==> config.mk <==
export PLATFORM = sky130hd
export DESIGN_NAME = clock_edge_monitor
export DESIGN_NICKNAME = d
export VERILOG_FILES = /design/src/rtl/clock_edge_monitor.sv
export SDC_FILE = /design/constraint.sdc
export NUM_CORES = 1
export LEC_CHECK = 0
export CAP_MARGIN = 20
export CORE_MARGIN = 3
export CORE_UTILIZATION = 55
export CTS_BUF_LIST = sky130_fd_sc_hd__clkbuf_8 sky130_fd_sc_hd__clkbuf_16
export DETAILED_ROUTE_END_ITERATION = 6
export DONT_BUFFER_PORTS = 1
export PLACE_DENSITY = 0.7
export SETUP_SLACK_MARGIN = 0.15
export SKIP_LAST_GASP = 1
export SLEW_MARGIN = 20
export SYNTH_ARGS = -nofsm -noshare
export SYNTH_HDL_FRONTEND = slang
export SYNTH_SLANG_ARGS = --single-unit
==> constraint.sdc <==
create_clock -name in_clock -period 6.9 [get_ports in_clock]
set_input_delay 1.38 -clock in_clock [delete_from_list [all_inputs] [get_ports in_clock]]
set_output_delay 1.38 -clock in_clock [all_outputs]
set_load 0.02 [all_outputs]
==> src/rtl/clock_edge_monitor.sv <==
// rtl/clock_edge_monitor.sv - slow-clock edge detector, period/high-time meter and loss monitor
module clock_edge_monitor #(
  parameter int unsigned          CNT_WIDTH = 28,
  parameter logic [CNT_WIDTH-1:0] TIMEOUT   = CNT_WIDTH'(1000)
) (
  input  logic                 in_clock,
  input  logic                 reset_n,
  input  logic                 sample_in,
  output logic                 rise_pulse,
  output logic                 fall_pulse,
  output logic [CNT_WIDTH-1:0] period_count,
  output logic [CNT_WIDTH-1:0] high_count,
  output logic                 measure_valid,
  output logic                 locked,
  output logic                 lost
);

  typedef enum logic [1:0] {IDLE, FIRST, LOCKED} state_t;

  localparam logic [CNT_WIDTH-1:0] ONE        = CNT_WIDTH'(1);
  localparam logic [CNT_WIDTH-1:0] CNT_MAX    = '1;
  localparam logic [CNT_WIDTH-1:0] TIMEOUT_M1 = TIMEOUT - ONE;

  state_t               state;
  logic                 s1, s2, s3;
  logic [CNT_WIDTH-1:0] per_cnt;
  logic [CNT_WIDTH-1:0] gap_cnt;
  logic                 rise_det, fall_det, strobe, timeout;

  assign rise_det = s2 & ~s3;
  assign fall_det = ~s2 & s3;
  assign strobe   = rise_det | fall_det;
  // Only armed once a rise has been seen; a strobe in the same cycle takes priority.
  assign timeout  = !strobe && (state != IDLE) && (gap_cnt == TIMEOUT_M1);

  always_ff @(posedge in_clock or negedge reset_n) begin
    if (!reset_n) begin
      state         <= IDLE;
      s1            <= 1'b0;
      s2            <= 1'b0;
      s3            <= 1'b0;
      rise_pulse    <= 1'b0;
      fall_pulse    <= 1'b0;
      per_cnt       <= '0;
      gap_cnt       <= '0;
      period_count  <= '0;
      high_count    <= '0;
      measure_valid <= 1'b0;
      locked        <= 1'b0;
      lost          <= 1'b0;
    end else begin
      s1            <= sample_in;
      s2            <= s1;
      s3            <= s2;
      rise_pulse    <= rise_det;
      fall_pulse    <= fall_det;
      measure_valid <= 1'b0;

      if (strobe)
        gap_cnt <= '0;
      else if (gap_cnt != TIMEOUT)
        gap_cnt <= gap_cnt + ONE;

      // per_cnt reads N when sampled N cycles after the last rise strobe.
      if (rise_det)
        per_cnt <= ONE;
      else if (per_cnt != CNT_MAX)
        per_cnt <= per_cnt + ONE;

      case (state)
        IDLE: begin
          if (rise_det) begin
            state <= FIRST;
            lost  <= 1'b0;
          end
        end
        FIRST: begin
          if (rise_det) begin
            state         <= LOCKED;
            period_count  <= per_cnt;
            measure_valid <= 1'b1;
            locked        <= 1'b1;
          end else if (timeout) begin
            state <= IDLE;
            lost  <= 1'b1;
          end
        end
        LOCKED: begin
          if (rise_det) begin
            period_count  <= per_cnt;
            measure_valid <= 1'b1;
          end else begin
            if (fall_det)
              high_count <= per_cnt;
            if (timeout) begin
              state  <= IDLE;
              lost   <= 1'b1;
              locked <= 1'b0;
            end
          end
        end
        default: state <= IDLE;
      endcase
    end
  end

endmodule
==> results.py, run 1 <==
metrics = {
    "die": {
        "fp-row-count": 36,
        "ios": 64,
        "die_w_um": 107.2,
        "die-area_um2": 11500,
        "floorplan.initialDensity_pct": 57.13,
        "chipHeight_um": 107.2,
        "core_um2": 9864,
    },
    "synthesis": {
        "yosys-mux-area-fraction_pct": 11.90,
        "syn_inst": 497,
        "synth_xor_area_share_pct": 6.217,
        "yosys.area.top_type_share_pct": 54.17,
        "yosysMostFrequentCell": "dfrtp_1",
        "ys_warn_count": 0,
        "avgSynthCellArea_um2": 11.34,
        "synth_compound_area_share_pct": 5.084,
        "synth_top_family_by_area": "simple AND/OR/NAND/NOR gates",
        "yosys.area_share.simple_pct": 17.67,
        "synth_cell_types": 44,
        "syn-num-nets": 510,
        "synth_seq_cells": 122,
        "async_flop_share_pct": 100.0,
        "synth_seq_area_share_pct": 54.17,
        "synth_area_leader_cell": "dfrtp_1",
        "ys_top_cells_by_count": "dfrtp_1 (122), mux2_2 (56), nor2_1 (29), a21oi_1 (24), clkbuf_1 (24)",
        "synth.area.top_cells": "dfrtp_1 (54%), mux2_2 (11%), xnor2_1 (3.3%)",
        "synth_ff_type": "dfrtp_1",
        "synth_fa_ha_area_share_pct": 2.220,
        "syn-cell-area_um2": 5635,
        "synth_edf_count": 0,
    },
    "sta": {
        "period_share_pct": 39.80,
        "finalClockSkew_ps": 11.11,
        "max_freq_mhz": 364.2,
        "setup_slack_ps": 4154,
        "rsz0062_at_grt": "no",
        "setup_viol": 0,
        "fin_setup_tns_ps": 0,
        "slew_headroom_pct": 56.45,
        "worstMarginPinSlew_ps": 653.3,
        "hold_viol": 0,
        "layout_min_cycle_time_ps": 2746,
        "finalMaxSlewViolations": 0,
    },
    "global_route": {
        "grt_overflow": 0,
        "grt_pass1_wl_um": 18370,
        "track_usage_pct": 20.51,
        "grt_pass1_vias": 3789,
        "grt_max_degree": 123,
        "antenna_found_initial": 0,
    },
    "placed_design": {
        "place_congestion": 0.8164,
        "port_buffers": 0,
        "placed_area_um2": 5738,
        "preCtsSetupSlack_ps": 4100,
        "dp_hpwl_um": 6995,
    },
    "clocking": {
        "htree_levels": 4,
        "cts.sinks": 122,
        "ctsResizeCount": 0,
        "clockRootBuffer": "clkbuf_8",
        "cts_buffers": 17,
        "path_clk_slew_ps": 50,
        "cts_buffer_depth": 2,
        "hold_buffers": 0,
        "clock_latency_ps": 520,
        "cts_tree": "built",
        "post_cts_buffers": 0,
    },
    "pwr": {
        "power.density_nw_per_um2": 281.8,
        "ir_drop_uv": 152.8,
        "leakagePower_nw": 2.960,
        "power_w": 0.001754,
    },
    "job": {
        "cap_violations": 0,
    },
    "status": {
        "outcome": "completed",
    },
    "critical_path": {
        "critPathKind": "reg -> reg",
        "crit_path_end_kind": "flop",
        "crit_fanout": 29,
        "worstSetupStartpointType": "flop",
        "crit_arrival_ps": 3130,
        "worstPathRequired_ps": 7290,
    },
    "detailed_routing": {
        "post-route-drc-count": 0,
        "vias_per_cell": 5.773,
        "vias": 3666,
        "wirelength_um": 10770,
        "routedWlPerCell_um": 16.95,
        "dr.pass1.iters": 5,
        "ant_nets": 0,
        "drtIter0Drc": 167,
    },
    "cells_and_area": {
        "final_area_um2": 6222,
        "fill_cells": 750,
        "final_layout_size_suffix_gt1_share_pct": 18.92,
        "fin_nets": 508,
        "num_antenna_cells": 0,
        "area_growth_syn_to_layout_pct": 10.41,
    },
    "min_path": {
        "hp-class": "reg -> reg",
    },
}
## stage by stage
stage	instances	hold WS [ps]	utilization [%]
detailed placement	609	336.3	58.17
floorplan	497	331.2	-
CTS	635	348.9	63.08
global placement	609	332.6	58.17
finish	635	346.2	63.08
global route	635	358.3	63.08
## final timing paths
kind	start	end	slack, ps	cells past startpoint
worst max-delay path	s2$_DFF_PN0_	locked$_DFFE_PN0P_	4150	6
worst min-delay path	s1$_DFF_PN0_	s2$_DFF_PN0_	350	0
worst max register to register	s2$_DFF_PN0_	locked$_DFFE_PN0P_	4150	6
worst min register to register	s1$_DFF_PN0_	s2$_DFF_PN0_	350	0
max in group asynchronous	reset_n	period_count[20]$_DFFE_PN0P_	6160	0
min in group asynchronous	reset_n	high_count[8]$_DFFE_PN0P_	560	0
## power by group
| part | leakage, nW | total, W | switching (W) | internal, W |
|---|---|---|---|---|
| clock | 0.251 | 0.000733 | 0.000282 | 0.000451 |
| sequential | 1.67 | 0.000848 | 0.0000861 | 0.000762 |
| combinational | 1.04 | 0.000172 | 0.0000872 | 0.0000851 |
| total | 2.96 | 0.00175 | 0.000455 | 0.00130 |
## registers in the layout (all words and copies together) (netlist names)
name,flops
fall_pulse,1
rise_pulse,1
gap_cnt,28
period_count,28
high_count,28
per_cnt,28
locked,1
lost,1
state,2
s3,1
s2,1
measure_valid,1
s1,1
## placed cells by master, fill, tap and decap left out, types with 5 or more instances in the layout
master,Yosys,layout
inv_1,14,15
nor2_1,29,29
and2_1,22,22
clkbuf_16,0,16
o21ai_0,12,12
and4_1,8,8
a21oi_1,24,24
and3_1,8,8
buf_4,1,5
or4_1,5,5
or3_1,8,8
nand4_1,15,15
clkinv_2,0,5
nand2_1,22,22
nor3_1,16,16
dfrtp_1,122,122
nand3_1,20,20
mux2_2,56,56
xnor2_1,21,21
ha_1,10,10
xor2_1,19,19
## metal layers
layer  global-route usage [%]  share of wire (%)  routed length (um)  up-vias
li1                         -                  -                   -     1740
met1                    24.03                 41                4434     1842
met2                    34.94                 53                5716       67
met3                    5.659                4.3                 463       17
met4                    9.498                1.4                 152        0
met5                        0                  0                   0        -
## worst max-delay path, cell delays in order, from the launching register on
cell	delay (ps)
dfrtp_1	360
inv_1	60
ha_1	710
or4b_2	640
or4_4	570
o31ai_2	190
a21oi_1	90
## kinds of logic (layout without fill, tap and decap cells)
family,after synthesis,after routing
mux,60,60
simple gates,176,176
buf+inv,40,45
xor+xnor,40,40
flops,122,122
compound gates,49,49
fa+ha+maj,10,10
## area by class of cell
type                       instances  area, um^2  area share [%]
tap                              133       166.4           2.674
clock inverter                     6       28.78          0.4625
inverter                          14       52.55          0.8446
multi-input combinational        335        2429           39.03
sequential                       122        3053           49.06
timing repair buffer               5       37.54          0.6033
clock buffer                      20       455.4           7.320
Note: power is estimated with default switching activity, not from simulation.
==> inputs of run 2 (changes only) <==
- clock period: 6.9 -> 2.77 ns (I/O delays scaled with it)
==> run 2 against run 1 <==
Compared with the run above: the run now ends with hold timing left; clock skew down 3.6 ps; clock power rose to 2.9 times the previous value; die area unchanged; worst setup slack worse by 3900 ps; fmax up 11%; combinational power rose to 2.6 times the previous value; clock-buffer cell count unchanged; first-iteration DRC count up 38%; largest power group is now clock.
==> results.py, run 2 (synthesis gave the netlist of run 1 again) <==
metrics = {
    "global_route": {
        "track_usage_pct": 21.10,
        "grt_pass1_wl_um": 19090,
        "grt_overflow": 0,
        "grt_max_degree": 123,
        "grt_pass1_vias": 3827,
        "antenna_found_initial": 0,
    },
    "placed_design": {
        "numPlacedInstances": 610,
        "port_buffers": 0,
        "dp_hpwl_um": 7156,
        "place_congestion": 0.8128,
    },
    "sta": {
        "setup_viol": 0,
        "finalMaxSlewViolations": 0,
        "finalClockSkew_ps": 7.467,
        "slew_headroom_pct": 71.10,
        "fin_setup_tns_ps": 0,
        "hold_viol": 122,
        "timing.hold.ws_ps": -257.3,
        "rsz0062_at_grt": "no",
        "worstMarginPinSlew_ps": 433.6,
        "period_share_pct": 89.17,
        "layout_min_cycle_time_ps": 2470,
        "max_freq_mhz": 404.9,
    },
    "critical_path": {
        "crit_arrival_ps": 2840,
        "worstSetupStartpointType": "flop",
        "worstPathRequired_ps": 3140,
        "crit_fanout": 4,
        "reg2reg_from": "gap_cnt[14]$_DFFE_PN0P_",
        "critPathKind": "reg -> reg",
        "crit_path_end_kind": "flop",
        "r2r_slack_ps": 300,
        "worstReg2RegEnd": "locked$_DFFE_PN0P_",
        "reg2reg_depth": 5,
    },
    "die": {
        "ios": 64,
        "die_w_um": 107.2,
        "floorplan.initialDensity_pct": 57.13,
        "chipHeight_um": 107.2,
        "fp-row-count": 36,
        "core_um2": 9864,
        "die-area_um2": 11500,
    },
    "pwr": {
        "leakagePower_nw": 3.019,
        "ir_drop_uv": 334.2,
        "power.density_nw_per_um2": 741.7,
    },
    "clocking": {
        "clock_latency_ps": 510,
        "cts_buffers": 17,
        "cts_buffer_depth": 2,
        "cts.sinks": 122,
        "clockRootBuffer": "clkbuf_8",
        "cts_tree": "built",
        "path_clk_slew_ps": 60,
        "htree_levels": 4,
    },
    "cells_and_area": {
        "stdcell_count": 642,
        "final_layout_size_suffix_gt1_share_pct": 19.65,
        "fin_nets": 510,
        "final_common_cell": "dfrtp_1",
        "area_growth_syn_to_layout_pct": 12.46,
        "num_antenna_cells": 0,
        "final_cell_mix": "dfrtp_1 (122), mux2_2 (56), nor2_1 (29), a21oi_1 (24)",
    },
    "status": {
        "violations": "hold timing",
        "outcome": "finished with violations",
    },
    "detailed_routing": {
        "vias_per_cell": 5.759,
        "post-route-drc-count": 0,
        "wirelength_um": 11110,
        "ant_nets": 0,
        "dr.pass1.iters": 4,
        "drtIter0Drc": 230,
        "vias": 3697,
        "routedWlPerCell_um": 17.30,
    },
    "min_path": {
        "hp-class": "in -> async",
    },
    "job": {
        "cap_violations": 0,
    },
}
run 2: cell count changes in the layout (fill, tap and decap cells not counted):
cell,previous run,this run
buf_4,5,7
bufinv_16,0,3
clkinv_2,5,4
clkinvlp_4,0,1
inv_1,15,17
run 2: power breakdown:
part           switching (W)  total (W)  internal (W)
logic               0.000227   0.000441      0.000215
clock network       0.000730    0.00215       0.00142
registers           0.000213    0.00211       0.00190
total                0.00117    0.00470       0.00353
run 2: layout make-up:
| class | instances | area, um^2 |
|---|---|---|
| Clock buffer | 20 | 455.4 |
| Clock inverter | 11 | 128.9 |
| Fill cell | 770 | 3527 |
| Inverter | 14 | 52.55 |
| Multi-Input combinational cell | 335 | 2429 |
| Sequential cell | 122 | 3053 |
| Tap cell | 133 | 166.4 |
| Timing Repair Buffer | 7 | 52.55 |
run 2: layer usage:
metal	track usage (%)	routed length, um	vias up	part of all wire [%]
met5	0	0	-	0
met4	7.489	121	0	1.1
met3	5.659	479	14	4.3
met2	35.66	5952	71	54
met1	26.06	4555	1873	41
li1	-	-	1739	-
run 2: timing repair:
action	4_1_cts	5_1_grt
setup endpoints to repair	0	1
hold endpoints to repair	122	122
gates resized for setup	0	0
setup buffers	0	1
run 2: metrics by stage:
step | power, W | utilization (%) | cell area, um^2 | setup slack (ps) | hold WS (ps)
2_1_floorplan | 0.002459 | - | 5635 | 389.3 | 258.4
5_1_grt | 0.004904 | 64.24 | 6337 | 159.7 | -289.0
4_1_cts | 0.004751 | 64.17 | 6330 | 255.2 | -283.0
6_report | 0.004700 | 64.24 | 6337 | 300.0 | -257.3
3_3_place_gp | 0.002556 | 58.24 | 5746 | 320.8 | 261.4
3_5_place_dp | 0.002580 | 58.24 | 5746 | 279.7 | 261.8
run 2: worst max-delay path by stage:
stage,slack (ps),cells past startpoint,startpoint,endpoint
2_1_floorplan,390,5,gap_cnt[13]$_DFFE_PN0P_,locked$_DFFE_PN0P_
3_3_place_gp,320,5,gap_cnt[13]$_DFFE_PN0P_,locked$_DFFE_PN0P_
3_5_place_dp,280,5,gap_cnt[13]$_DFFE_PN0P_,locked$_DFFE_PN0P_
4_1_cts,260,5,gap_cnt[13]$_DFFE_PN0P_,locked$_DFFE_PN0P_
5_1_grt,160,5,gap_cnt[17]$_DFFE_PN0P_,locked$_DFFE_PN0P_
6_report,300,5,gap_cnt[14]$_DFFE_PN0P_,locked$_DFFE_PN0P_
run 2: critical path, stage by stage (launching register included):
cell and delay, ps:
dfrtp_1 410, or4_1 520, or4_4 580, or4_4 550, o31ai_2 180, a21oi_1 90
